`src/rtl/set_bit_iterator.sv`:
```
// Sequential set-bit index iterator: accepts a bit vector over valid/ready and
// emits the index of every set bit, one per beat, LSB-first or MSB-first.
module set_bit_iterator #(
    parameter int unsigned WIDTH = 32,
    parameter int unsigned IDXW  = $clog2(WIDTH)
) (
    input  logic              clk,
    input  logic              rst_n,
    input  logic              in_valid,
    output logic              in_ready,
    input  logic [WIDTH-1:0]  in_data,
    input  logic              in_msb_first,
    output logic              out_valid,
    input  logic              out_ready,
    output logic [IDXW-1:0]   out_index,
    output logic [IDXW:0]     out_seq,
    output logic              out_last,
    output logic              out_none
);

    typedef enum logic {IDLE, ITER} state_t;

    localparam logic [IDXW:0] SEQ_ONE = 1;

    state_t             state;
    logic [WIDTH-1:0]   rem;
    logic               dir;
    logic               none;
    logic [WIDTH-1:0]   lowest;
    logic [IDXW-1:0]    lo_index;
    logic [IDXW-1:0]    hi_index;

    assign in_ready  = (state == IDLE);
    assign out_valid = (state == ITER);
    assign out_none  = none;

    assign lowest = rem & (~rem + WIDTH'(1));

    // lowest is one-hot (or zero), so OR-ing indices encodes it; for the
    // highest bit the ascending scan lets the last hit win.
    always_comb begin
        lo_index = '0;
        hi_index = '0;
        for (int unsigned i = 0; i < WIDTH; i++) begin
            if (lowest[i]) lo_index = lo_index | IDXW'(i);
            if (rem[i])    hi_index = IDXW'(i);
        end
    end

    always_comb begin
        out_index = '0;
        if (!none) out_index = dir ? hi_index : lo_index;
    end

    assign out_last = ((rem & (rem - WIDTH'(1))) == '0);

    always_ff @(posedge clk or negedge rst_n) begin
        if (!rst_n) begin
            state   <= IDLE;
            rem     <= '0;
            dir     <= 1'b0;
            out_seq <= '0;
            none    <= 1'b0;
        end else begin
            case (state)
                IDLE: begin
                    if (in_valid) begin
                        rem     <= in_data;
                        dir     <= in_msb_first;
                        out_seq <= '0;
                        none    <= (in_data == '0);
                        state   <= ITER;
                    end
                end
                ITER: begin
                    if (out_ready) begin
                        rem     <= rem & ~(WIDTH'(1) << out_index);
                        out_seq <= out_seq + SEQ_ONE;
                        if (out_last) begin
                            state <= IDLE;
                            none  <= 1'b0;
                        end
                    end
                end
                default: state <= IDLE;
            endcase
        end
    end

endmodule

```
`config.mk`:
```
export PLATFORM = sky130hd
export DESIGN_NAME = set_bit_iterator
export DESIGN_NICKNAME = d
export VERILOG_FILES = /design/src/rtl/set_bit_iterator.sv
export SDC_FILE = /design/constraint.sdc
export NUM_CORES = 1
export LEC_CHECK = 0
export CORE_MARGIN = 8
export CORE_UTILIZATION = 54
export DETAILED_ROUTE_END_ITERATION = 10
export PLACE_DENSITY = 0.81
export SYNTH_ARGS = -nofsm -noshare
export SYNTH_HDL_FRONTEND = slang
export SYNTH_SLANG_ARGS = --single-unit
```
`constraint.sdc`:
```
create_clock -name clk -period 3.02 [get_ports clk]
set_input_delay 0.453 -clock clk [delete_from_list [all_inputs] [get_ports clk]]
set_output_delay 0.453 -clock clk [all_outputs]
set_load 0.01 [all_outputs]
```
==> results by group, run 1 <==
Worst setup path
  – CP max stage delay: roughly 0.53 ns
  – Worst Path Buf+Inv: 2
  – Critical Path AT: between 2 and 3 ns
  – CP top delay family: simple AND/OR/NAND/NOR gates
  – Critical path class: flip-flop to output port
  – Slowest CP cell: or4_4
  – Worst setup SP type: flip-flop
  – Crit. End Element: output port
  – CP Data Required Time: 2.57 ns
  – Critical path peak fanout: 3
  – Cell Chain, Critical Path: nor4_4 -> buf_4 -> nand4_4 -> or3_4 -> o22a_1 -> or4_4 -> nor3_2 -> buf_2

Cells and area
  – # diodes: 0
  – Commonest non-fill, non-tap cell in the layout: buf_4
  – Fraction of layout cells with a size suffix above 1: 0.285
  – Utilization after layout: 0.771
  – Area growth syn-to-layout: 41.3%
  – Layout Nets: 529
  – Most frequent cells in the layout: buf_4, nor2_1, clkdlybuf4s50_1
  – Fillers: 429

CTS
  – Clk slew on worst S/H paths: 0.09 ns
  – Clock sink total: 41
  – Later-pin clock latency in the skew report: around 0.30 ns
  – Clk root buf: clkbuf_8
  – # hold bufs at CTS: 0
  – Total number of H-tree levels: 2
  – Maximum clock path buffer count: 2
  – TritonCTS clock tree: done
  – CTS buffer count: 5

Synthesis
  – Number of synthesized flops with an enable pin: 0
  – Syn Nets: between 400 and 500
  – Synth warn: 0
  – Mapped Cells: 384
  – Mean Syn Cell Area: 8.27 sq um
  – Async SR Flop Fraction: 1.00
  – Largest area contributor in the netlist: dfrtp_1
  – Most used flip-flop cell after synthesis: dfrtp_1
  – Post-synthesis sequential area ratio: 0.323
  – Top cell type's share of synthesized area: 0.323
  – Unique masters post-synth: 61
  – FF+latch count, synth: 41
  – Cell area after synthesis: 3170 sq um
  – Top cells by area, synth: dfrtp_1, a31oi_1, mux2i_1, a21oi_1, nor2_1

Die
  – Core ar.: 5820 sq um
  – Die Wd: 92.7 microns
  – Die Height: 92.7 microns
  – Die area: 8590 sq um
  – Site row count: 28
  – Ports: 52
  – Initial Util: 0.546

Timing
  – Slew headroom: 0.374
  – Minimum clock period: 3.13 ns
  – RSZ-0062 raised after global routing: true
  – Final hold violation count: 0
  – Pins Over Slew Limit: 0
  – Final setup skew: 0.0115 ns
  – Setup Viol. Count Final: 1
  – Fmax: 319 MHz
  – Final worst setup slack: -0.114 ns
  – Total negative slack: -0.114 ns
  – Worst slew pin tran: 0.939 ns
  – Final worst-path cycle share: 1.04

GRT
  – Pin count of the biggest net entering global routing: 52
  – Initial antenna violation count: 0
  – First-pass GRT wire length: 18.9 mm
  – Total GRT Usage: 0.277
  – Vias in the first global route: between 3,000 and 4,000
  – Grt ovf: 0

Detailed routing
  – Number of vias per cell: ~6.7
  – Wirelength per Cell: between 20 and 25 microns
  – DR vias: ~3,800
  – DRC Markers: 0
  – 1st-iter DRT viols: 469
  – Post-route ant nets: 0
  – Total routed wirelength: roughly 12 mm
  – Iteration count of the initial detailed-routing pass: 6

Min path
  – Worst Hold Class: primary input to asynchronous set/reset pin

Place
  – Routability cong.: 1.04
  – DPL Wire Length: between 9 and 10 mm
  – I/O Buffers: 51

Power
  – Overall power: 5.26 mW
  – Peak VDD IR: 0.888 mV
  – Lkg Pwr: 1.82 nW
  – Pwr dens: 1170 nW/um^2

Run status
  – Status: complete, but fails checks
  – Failing checks: negative setup slack

Run
  – MaxCap Viol Count: 0
-- routing by layer --
| metal | global-route usage | routed length (microns) | vias up | share of wire |
|---|---|---|---|---|
| met3 | 0.0461 | 1250 | 38 | 0.10 |
| met2 | 0.428 | 5500 | 256 | 0.45 |
| met1 | 0.380 | 5020 | 1822 | 0.41 |
| met4 | 0.105 | 353 | 0 | 0.029 |
| met5 | 0 | 0 | - | 0 |
| li1 | - | - | 1670 | - |
-- sequential cells by signal, summed over array words and instances, names as in the netlist --
| name | count |
|---|---|
| dir | 1 |
| out_none | 1 |
| out_valid | 1 |
| out_seq | 6 |
| rem | 32 |
-- power by group --
group | internal (mW) | switching, mW
clock network | 0.164 | 0.215
registers | 0.745 | 0.207
logic | 1.73 | 2.21
total | 2.64 | 2.63
-- final cells by class --
| cell class | instances | area, sq um | area share |
|---|---|---|---|
| multi-input combinational | 296 | 2110 | 0.471 |
| tap | 75 | 93.8 | 0.0209 |
| sequential | 41 | 1030 | 0.229 |
| clock buffer | 5 | 68.8 | 0.0153 |
| inverter | 16 | 61.3 | 0.0137 |
| timing repair buffer | 131 | 1100 | 0.245 |
| clock inverter | 3 | 21.3 | 0.00474 |
-- logic make-up after synthesis --
kind of cell / share of synthesized area
XOR/XNOR: 0.0110
flip-flops: 0.323
AND/OR/NAND/NOR: 0.252
multiplexers: 0.0599
adder cells (fa/ha/maj): 0.0134
AO/OA/AOI/OAI: 0.278
buffers and inverters: 0.0627
-- through the flow --
stage / hold WS, ns / instances / cell area, sq um / worst slack [ns]
after floorplan: 0.157 / 384 / 3170 / 0.0698
after global placement: 0.527 / 552 / 4190 / -0.250
after detailed placement: 0.552 / 552 / 4190 / -0.306
after CTS: 0.328 / 562 / 4390 / -0.149
after global routing: 0.364 / 567 / 4480 / -0.196
final: 0.297 / 567 / 4480 / -0.114
-- worst register-to-register path: cells and delay by family (launching register included) --
kind,cells,cell delay (ns)
AO/OA/AOI/OAI,3,0.54
flip-flops,1,0.42
buffers and inverters,4,0.72
AND/OR/NAND/NOR,4,1.18
-- what timing repair did --
item / in CTS / in global routing
setup buffers: 2 / 5
pin swaps: 5 / 11
setup endpoints to repair: 10 / 14
gates cloned: 0 / 0
resized for setup: 36 / 20
-- synthesized netlist by cell type, types with 4 or more instances --
master / count
a2111oi_0: 4
a21oi_1: 36
a31oi_1: 36
buf_2: 9
clkbuf_1: 20
dfrtp_1: 41
inv_1: 15
mux2i_1: 19
nand2_1: 21
nand3_1: 5
nand4_1: 5
nor2_1: 47
nor2b_1: 5
nor3_1: 10
nor4_1: 13
o211ai_1: 4
o21ai_0: 15
o31ai_1: 6
o32ai_1: 4
or2_2: 6
or4_1: 5
xor2_1: 4
-- final timing paths --
kind,start,to,slack [ns],cells after the start
worst min-delay path,rst_n,out_seq[3]$_DFFE_PN0P_,0.30,1
min in group clk,out_seq[0]$_DFFE_PN0P_,out_seq[0]$_DFFE_PN0P_,0.56,1
worst max-delay path,rem[0]$_DFFE_PN0P_,out_last,-0.11,8
worst min register to register,out_seq[0]$_DFFE_PN0P_,out_seq[0]$_DFFE_PN0P_,0.56,1
worst max register to register,rem[0]$_DFFE_PN0P_,rem[12]$_DFFE_PN0P_,0.03,11
max in group asynchronous,rst_n,rem[4]$_DFFE_PN0P_,2.09,1
Power figures use the tool's default switching activity.
==> inputs of run 2 (changes only) <==
--- a/config.mk
+++ b/config.mk
@@ -6,9 +6,10 @@
 export NUM_CORES = 1
 export LEC_CHECK = 0
 export CORE_MARGIN = 8
-export CORE_UTILIZATION = 54
+export CORE_UTILIZATION = 49
 export DETAILED_ROUTE_END_ITERATION = 10
-export PLACE_DENSITY = 0.81
+export GPL_TIMING_DRIVEN = 0
+export PLACE_DENSITY = 0.77
 export SYNTH_ARGS = -nofsm -noshare
 export SYNTH_HDL_FRONTEND = slang
 export SYNTH_SLANG_ARGS = --single-unit
==> constraint.sdc (replaced) <==
create_clock -name clk -period 2.56 [get_ports clk]
set_input_delay 0.384 -clock clk [delete_from_list [all_inputs] [get_ports clk]]
set_output_delay 0.384 -clock clk [all_outputs]
set_load 0.01 [all_outputs]
==> results by group, run 2 (synthesis results as in run 1) <==
Die
  – Die Height: 96.5 microns
  – Initial Util: 0.503
  – Ports: between 50 and 60
  – Die area: 9310 sq um
  – Core ar.: about 6300 sq um
  – Die Wd: between 90 and 100 microns
  – Site row count: 29

Worst setup path
  – CP Data Required Time: 2.18 ns
  – Critical path peak fanout: 6
  – Worst R2R Setup Slack: -0.34 ns
  – Worst setup SP type: flip-flop
  – Critical path class: flip-flop to output port
  – Crit. End Element: output port
  – Critical Path AT: 2.83 ns

Timing
  – Hold WS: 0.215 ns
  – Slew headroom: 0.379
  – Minimum clock period: 3.22 ns
  – Final setup skew: between 0.008 and 0.009 ns
  – Total negative slack: -8.92 ns
  – Final worst-path cycle share: 1.26
  – Worst slew pin tran: about 0.93 ns
  – RSZ-0062 raised after global routing: true
  – Final worst setup slack: -0.658 ns
  – Fmax: 311 MHz
  – Setup Viol. Count Final: 40
  – Pins Over Slew Limit: 0
  – Final hold violation count: 0

Detailed routing
  – Number of vias per cell: 7.27
  – Wirelength per Cell: 26.0 microns
  – Total routed wirelength: 14.8 mm
  – Iteration count of the initial detailed-routing pass: 7
  – Post-route ant nets: 0
  – 1st-iter DRT viols: 444
  – DR vias: 4,124
  – DRC Markers: 0

CTS
  – Clk slew on worst S/H paths: 0.08 ns
  – # hold bufs at CTS: 0
  – Clock sink total: 41
  – Maximum clock path buffer count: 2
  – Total number of H-tree levels: 2
  – TritonCTS clock tree: done
  – CTS buffer count: 5
  – Later-pin clock latency in the skew report: 0.30 ns
  – Clk root buf: clkbuf_8

Cells and area
  – Commonest non-fill, non-tap cell in the layout: clkdlybuf4s50_1
  – Most frequent cells in the layout: clkdlybuf4s50_1, nor2_1, buf_4
  – Layout Nets: 528
  – # diodes: 0
  – Area growth syn-to-layout: 60.6%
  – Utilization after layout: 0.807
  – Max FFs per register: 32
  – Post-route non-filler standard cell count: roughly 570
  – Biggest regs: rem x32, out_seq x6
  – Most flops, register: rem
  – Fraction of layout cells with a size suffix above 1: 0.373
  – Final Cell Area: around 5000 sq um

Run status
  – Status: complete, but fails checks
  – Failing checks: negative setup slack

Place
  – I/O Buffers: between 50 and 60
  – DPL Wire Length: 8.38 mm
  – Area after DPL: 3820 sq um
  – Routability cong.: 0.977
  – Cells after DPL: 512
  – Post-place setup slack: -1.06 ns

GRT
  – Met3 usage: 0.0649
  – Total GRT Usage: 0.272
  – Vias in the first global route: roughly 3,700
  – Grt ovf: 0
  – Met1 Resource Use GR: 0.349
  – GR Layer Usage met2: 0.420
  – Pin count of the biggest net entering global routing: 42
  – First-pass GRT wire length: a little under 20 mm
  – Initial antenna violation count: 0
  – Busiest grt layer: met2

Power
  – Overall power: 7.92 mW
  – Pwr dens: 1550 nW/um^2
  – Lkg Pwr: ~1.9 nW
  – Peak VDD IR: 1.27 mV

Run
  – MaxCap Viol Count: 0

Min path
  – Worst Hold Class: primary input to asynchronous set/reset pin
==> run 2: metal layers <==
metal,wire [microns],up-vias
met5,0,-
met4,946,0
met3,1720,110
met2,6680,359
met1,5420,1977
li1,-,1678
==> run 2: final timing paths <==
| check | from | endpoint | depth (start not counted) |
|---|---|---|---|
| max | rem[5]$_DFFE_PN0P_ | out_last | 11 |
| min | rst_n | rem[1]$_DFFE_PN0P_ | 1 |
| max reg2reg | rem[5]$_DFFE_PN0P_ | out_valid$_DFFE_PN0P_ | 11 |
| min reg2reg | out_seq[1]$_DFFE_PN0P_ | out_seq[1]$_DFFE_PN0P_ | 1 |
| max in group asynchronous | rst_n | rem[24]$_DFFE_PN0P_ | 1 |
| min in group clk | out_seq[1]$_DFFE_PN0P_ | out_seq[1]$_DFFE_PN0P_ | 1 |
==> run 2: where the power goes <==
part	internal, mW	leakage, nW	total, mW	switching [mW]
clock network	0.213	0.0433	0.439	0.226
logic	2.74	1.33	6.01	3.28
registers	0.884	0.513	1.47	0.587
total	3.83	1.89	7.92	4.09
==> run 2: final cells by class <==
cell class / count / area [sq um]
repair buffers: 111 / 1050
inverters: 16 / 72.6
multi-input cells: 296 / 2590
clock inverters: 1 / 7.51
flip-flops and latches: 41 / 1040
fillers: 378 / 1220
clock buffers: 6 / 82.6
plain buffers: 19 / 161
well taps: 77 / 96.3
==> run 2: critical path: stages, from the launching register on <==
cell	delay [ns]
dfrtp_2	0.48
nor4_4	0.29
buf_4	0.19
buf_4	0.11
buf_4	0.09
nand2_1	0.10
maj3_1	0.37
o21ai_0	0.27
nand4_1	0.14
buf_4	0.19
nor3_4	0.14
buf_2	0.14
==> run 2: repair_timing <==
item | CTS | global route
gates resized for setup | 102 | 72
setup buffers | 42 | 21
pin swaps | 28 | 23
gates cloned | 1 | 0
endpoints found under the setup margin | 40 | 40
